==> src/rtl/spin_flip_engine.sv <==
// Spin flip engine: flips up to MAX_FLIP LFSR-selected bits of an incoming spin vector.
// Optional macro SPIN_FLIP_ENGINE_STATS_EN builds a 32-bit output-handshake counter.
module spin_flip_engine #(
    parameter int NUM_SPIN = 256,
    parameter int MAX_FLIP = 16,
    parameter int FLIP_W   = $clog2(MAX_FLIP + 1)
) (
    input  logic                clk_i,
    input  logic                rst_ni,
    input  logic                en_i,
    input  logic                flush_i,
    input  logic                seed_load_i,
    input  logic [15:0]         seed_i,
    input  logic [FLIP_W-1:0]   flip_num_i,
    input  logic                spin_valid_i,
    input  logic [NUM_SPIN-1:0] spin_i,
    output logic                spin_ready_o,
    output logic                spin_push_valid_o,
    output logic [NUM_SPIN-1:0] spin_push_o,
    output logic                spin_push_none_o,
    input  logic                spin_push_ready_i,
    output logic                busy_o,
    output logic [31:0]         debug_push_cnt_o
);

    // state  | meaning
    // S_IDLE | waiting for an input vector
    // S_FLIP | one mask bit set per enabled cycle until the counter empties
    // S_OUT  | result held on the push interface until accepted

    localparam int          IDX_W    = $clog2(NUM_SPIN);
    localparam logic [15:0] LFSR_RST = 16'hACE1;

    typedef enum logic [1:0] {S_IDLE, S_FLIP, S_OUT} state_t;

    state_t                r_state;
    state_t                w_state_nxt;
    logic [NUM_SPIN-1:0]   r_spin;
    logic [NUM_SPIN-1:0]   r_mask;
    logic [FLIP_W-1:0]     r_cnt;
    logic [15:0]           r_lfsr;
    logic                  r_push_valid;
    logic [NUM_SPIN-1:0]   r_push_data;
    logic                  r_push_none;

    logic                  w_in_hs;
    logic                  w_out_hs;
    logic                  w_flip_step;
    logic                  w_last_flip;
    logic [FLIP_W-1:0]     w_load_cnt;
    logic [IDX_W-1:0]      w_idx;
    logic [NUM_SPIN-1:0]   w_mask_set;
    logic [15:0]           w_lfsr_nxt;

    assign w_in_hs     = spin_valid_i & spin_ready_o;
    assign w_out_hs    = r_push_valid & spin_push_ready_i & ~flush_i;
    assign w_last_flip = (r_cnt == FLIP_W'(1));
    assign w_load_cnt  = (flip_num_i > FLIP_W'(MAX_FLIP)) ? FLIP_W'(MAX_FLIP) : flip_num_i;
    assign w_idx       = r_lfsr[IDX_W-1:0];
    assign w_lfsr_nxt  = {r_lfsr[14:0], r_lfsr[15] ^ r_lfsr[13] ^ r_lfsr[12] ^ r_lfsr[10]};

    // Duplicate indices OR into the mask, so distinct flips may fall short of the request.
    always_comb begin
        w_mask_set        = r_mask;
        w_mask_set[w_idx] = 1'b1;
    end

    always_ff @(posedge clk_i or negedge rst_ni) begin
        if (!rst_ni) r_state <= S_IDLE;
        else         r_state <= w_state_nxt;
    end

    always_comb begin
        w_state_nxt = r_state;
        if (flush_i) begin
            w_state_nxt = S_IDLE;
        end else begin
            case (r_state)
                S_IDLE: if (w_in_hs)
                            w_state_nxt = (w_load_cnt == '0) ? S_OUT : S_FLIP;
                S_FLIP: if (w_flip_step && w_last_flip)
                            w_state_nxt = S_OUT;
                S_OUT:  if (w_out_hs)
                            w_state_nxt = S_IDLE;
                default: w_state_nxt = S_IDLE;
            endcase
        end
    end

    always_comb begin
        spin_ready_o = en_i & (r_state == S_IDLE) & ~flush_i;
        busy_o       = (r_state != S_IDLE);
        w_flip_step  = en_i & (r_state == S_FLIP) & ~flush_i;
    end

    // Result is registered on entry to S_OUT so the push outputs never depend on en_i.
    always_ff @(posedge clk_i or negedge rst_ni) begin
        if (!rst_ni) begin
            r_spin       <= '0;
            r_mask       <= '0;
            r_cnt        <= '0;
            r_push_valid <= 1'b0;
            r_push_data  <= '0;
            r_push_none  <= 1'b0;
        end else if (flush_i) begin
            r_mask       <= '0;
            r_push_valid <= 1'b0;
            r_push_data  <= '0;
            r_push_none  <= 1'b0;
        end else if (w_in_hs) begin
            r_spin <= spin_i;
            r_mask <= '0;
            r_cnt  <= w_load_cnt;
            if (w_load_cnt == '0) begin
                r_push_valid <= 1'b1;
                r_push_data  <= spin_i;
                r_push_none  <= 1'b1;
            end
        end else if (w_flip_step) begin
            r_mask <= w_mask_set;
            r_cnt  <= r_cnt - FLIP_W'(1);
            if (w_last_flip) begin
                r_push_valid <= 1'b1;
                r_push_data  <= r_spin ^ w_mask_set;
                r_push_none  <= 1'b0;
            end
        end else if (w_out_hs) begin
            r_push_valid <= 1'b0;
            r_push_data  <= '0;
            r_push_none  <= 1'b0;
        end
    end

    // A zero seed would lock the LFSR, so it is replaced by the reset constant.
    always_ff @(posedge clk_i or negedge rst_ni) begin
        if (!rst_ni)          r_lfsr <= LFSR_RST;
        else if (seed_load_i) r_lfsr <= (seed_i == 16'h0000) ? LFSR_RST : seed_i;
        else if (w_flip_step) r_lfsr <= w_lfsr_nxt;
    end

    assign spin_push_valid_o = r_push_valid;
    assign spin_push_o       = r_push_data;
    assign spin_push_none_o  = r_push_none;

`ifdef SPIN_FLIP_ENGINE_STATS_EN
    logic [31:0] r_push_cnt;

    always_ff @(posedge clk_i or negedge rst_ni) begin
        if (!rst_ni)       r_push_cnt <= '0;
        else if (w_out_hs) r_push_cnt <= r_push_cnt + 32'd1;
    end

    assign debug_push_cnt_o = r_push_cnt;
`else
    assign debug_push_cnt_o = '0;
`endif

endmodule
==> config.mk <==
export PLATFORM = sky130hd
export DESIGN_NAME = spin_flip_engine
export DESIGN_NICKNAME = d
export VERILOG_FILES = /design/src/rtl/spin_flip_engine.sv
export SDC_FILE = /design/constraint.sdc
export NUM_CORES = 2
export LEC_CHECK = 0
export ABC_AREA = 1
export CAP_MARGIN = 10
export CORE_MARGIN = 2
export CORE_UTILIZATION = 50
export CTS_CLUSTER_DIAMETER = 150
export DETAILED_ROUTE_END_ITERATION = 7
export GPL_TIMING_DRIVEN = 0
export PLACE_DENSITY = 0.82
export SKIP_LAST_GASP = 1
export SYNTH_ARGS = -nofsm -noshare
export SYNTH_HDL_FRONTEND = slang
export SYNTH_SLANG_ARGS = --single-unit
==> constraint.sdc <==
create_clock -name clk_i -period 2.18 [get_ports clk_i]
set_clock_uncertainty 0.05 [all_clocks]
set_input_delay 0.327 -clock clk_i [delete_from_list [all_inputs] [get_ports clk_i]]
set_output_delay 0.327 -clock clk_i [all_outputs]
set_load 0.01 [all_outputs]
==> impl_metrics.ini <==
[status]
status = finished, violations left
violations = negative hold slack

[pwr]
p_int_uw = 27740
swShare_pct = 29.03
power_density_nw_per_um2 = 796.0
p_seq_share_pct = 44.2
power_frac_clock_pct = 38.1
peakVddDrop_mv = 0.5818
p_comb_share_pct = 17.7
p_leak_uw = 0.02589
switchingPower_uw = 11350

[setup_path]
critPathKind = flop to flop
crit_fanout = 10
r2r_end = spin_push_o[37]$_DFFE_PN0P_
rr_startpoint = r_state[1]$_DFFE_PN0P_
reg2regPathDepth = 9
crit_chain = nor2_2 > nand3_1 > inv_2 > buf_2 > clkbuf_1 > nand3_1 > nand2_1 > nand2_1 > nand2_1
critPathRequiredTime_ns = 2.69
max_stage_delay_ns = 0.47
crit_slowest_cell = clkbuf_1
crit_end = spin_push_o[37]$_DFFE_PN0P_
critPathArrivalTime_ns = 2.66
regToRegSetupSlack_ns = 0.03
crit_path_start_kind = flop
crit_path_frequent_cell = nand2_1
critPathLaunch = r_state[1]$_DFFE_PN0P_
end_kind = flop

[run]
cap_viol_max_count = 0

[drt]
routed_wl_mm = 132.5
first_pass_iters = 6
wl_per_cell_um = 19.20
antenna_left = 0
route.detailed.drc = 0
vias = 37480
viasPerCell = 5.432
drtIter0Drc = 3793

[floorplan]
chipHeight_um = 279.4
initial_core_util_pct = 50.20
dieArea_sq_um = 78090
coreArea_sq_um = 75570
rows = 101
die_w_um = 279.4
pin_count = 576

[timing]
finalCritPeriodShare_pct = 98.75
final_hold_viol_count = 170
tightest_slew_ns = 0.6138
grt_setup_unrepaired = true
finalMaxSlewViolations = 0
finalCriticalPeriod_ns = 2.153
hold_slack_ns = -0.3385
max_slew_margin_pct = 59.08
timing.fmax_mhz = 464.5
setup_ws_ns = 0.02728
setup_viol = 0

[synth]
yosysWarnings = 0
yosys.area.top_type_share_pct = 51.78
syn-mean-instance-area_sq_um = 7.419
synth-xor-area-share_pct = 0.09235
synth_compound_area_share_pct = 7.223
yosysTopAreaCell = dfrtp_1
seq_area_frac_synth_pct = 52.34
synth_top_family_by_area = simple AND/OR/NAND/NOR gates
synth.top_cells.by_area = dfrtp_1 52%, nand2_1 23%, nand3_1 7.0%
synthAdderAreaFrac_pct = 0.06597
synth_area_sq_um = 37930
synthMuxAreaShare_pct = 0
yosysUniqueCellTypes = 29
yosys.area_share.simple_pct = 31.12
yosys_register_bits = 793
synth_cells = 5113

[layout]
syn_to_final_growth_pct = 29.45
final_cell_mix = 2353 x nand2_1, 785 x dfrtp_1, 542 x inv_1, 539 x clkdlybuf4s50_1, 528 x nand3_1
nets = 6126
final_core_util_pct = 64.98
drive_gt1_share_pct = 8.457
final_common_cell = nand2_1

[cts]
cts_tree = yes
insertion_delay_ns = 0.65
holdBufCountCts = 5
cts_max_level = 3
cts-root-buf = clkbuf_16
cts.sink_count = 793
cts.clk_slew.worst_paths_ns = 0.06
cts_buffers = 84
clk_path_buf_depth = 3

[grt]
grtUsageTotal_pct = 33.51
grt_max_degree = 115
first_global_vias = 36540
grt.overflow.total = 0
grt_antenna_before_repair = 14
grt_pass1_wl_mm = 202.2

[place]
gp_congestion = 0.8943
dpl_worst_slack_ns = -1.260
place_hpwl_mm = 91.18
port_buffers = 543

[min_path]
hold_path_class = input pin to asynchronous set/reset pin
-- synthesized netlist by cell type --
master,number
inv_1,544
dfstp_2,8
a211oi_1,1
conb_1,1
xor2_1,1
nand3b_1,1
nand2_1,2365
nor3_1,5
xnor2_1,3
nor2_8,1
clkbuf_1,112
dfrtp_1,785
nand4_1,2
inv_2,2
nor2_1,56
buf_4,38
o31ai_1,1
a22oi_1,1
nor2_2,1
o221ai_1,2
buf_1,8
o21ai_0,522
o211ai_1,5
buf_6,23
o22ai_1,4
a21oi_1,5
ha_1,2
buf_2,85
nand3_1,529
-- worst min-delay path by stage --
stage / from / end / slack, ns / cells after the start
floorplan: rst_ni / r_cnt[0]$_DFFE_PN0P_ / -0.02 / 0
global placement: spin_push_o[70]$_DFFE_PN0P_ / spin_push_o[70]$_DFFE_PN0P_ / 0.41 / 2
detailed placement: rst_ni / spin_push_o[83]$_DFFE_PN0P_ / 0.23 / 1
CTS: rst_ni / r_spin[75]$_DFFE_PN0P_ / -0.33 / 2
global route: rst_ni / r_spin[75]$_DFFE_PN0P_ / -0.31 / 2
finish: rst_ni / r_spin[78]$_DFFE_PN0P_ / -0.34 / 2
-- power by group through the flow --
stage	sequential (uW)	clock [uW]	combinational, uW
2_1_floorplan	17400	0	3440
3_3_place_gp	17500	0	5990
3_5_place_dp	17500	0	6350
4_1_cts	17200	14900	6750
5_1_grt	17400	15500	7610
6_report	17300	14900	6910
-- registers in the layout (all words and copies together) (netlist names) --
signal	cells
r_lfsr	16
r_cnt	5
r_state	2
spin_push_o	256
spin_push_valid_o	1
r_mask	256
r_spin	256
spin_push_none_o	1
-- per-stage QoR --
step           std cells  total power (uW)   TNS, ns  cell area [sq um]  hold WS, ns
2_1_floorplan       5144             20840         0              38050     -0.01859
3_3_place_gp        6665             23480         -              44710       0.4135
3_5_place_dp        6675             23820   -795.14              44970       0.2278
4_1_cts             6866             38910  -0.02491              48710      -0.3264
5_1_grt             6898             40570   -0.1332              49100      -0.3085
6_report            6900             39090         0              49100      -0.3385
-- area by class of cell --
class,count,area (sq um)
Multi-Input combinational cell,3539,14990
Fill cell,6112,26470
Clock inverter,35,341.6
Sequential cell,793,19850
Antenna cell,10,25.02
Timing Repair Buffer,612,6322
Buffer,264,1770
Tap cell,978,1224
Clock buffer,123,2522
Inverter,546,2056
-- critical path: cells and delay by family (launching register included) --
kind	cells	cell delay, ns
buf+inv	3	0.94
flops	1	0.41
simple gates	6	0.68
-- repair_timing --
action                                 4_1_cts  5_1_grt
setup endpoints to repair                  754      493
resized for setup                          164      115
endpoints found under the hold margin       60      170
buffers inserted                            27       25
pin swaps                                   19       11
gates cloned                                 2        0
-- cells by family (layout without fill, tap and decap cells) --
logic type      Yosys count  after routing
other cells               1             42
flops                   793            793
simple gates           2960           2960
compound gates          541            541
buf+inv                 812           1580
xor+xnor                  4              4
fa+ha+maj                 2              2
-- layer usage --
metal / vias up / GRT usage, % / wire [um]
met2: 1825 / 52.83 / 60840
li1: 17300 / - / -
met1: 17920 / 42.76 / 51120
met4: 4 / 20.24 / 8052
met5: - / 0 / 27
met3: 433 / 6.956 / 12470
Note: power is estimated with default switching activity, not from simulation.
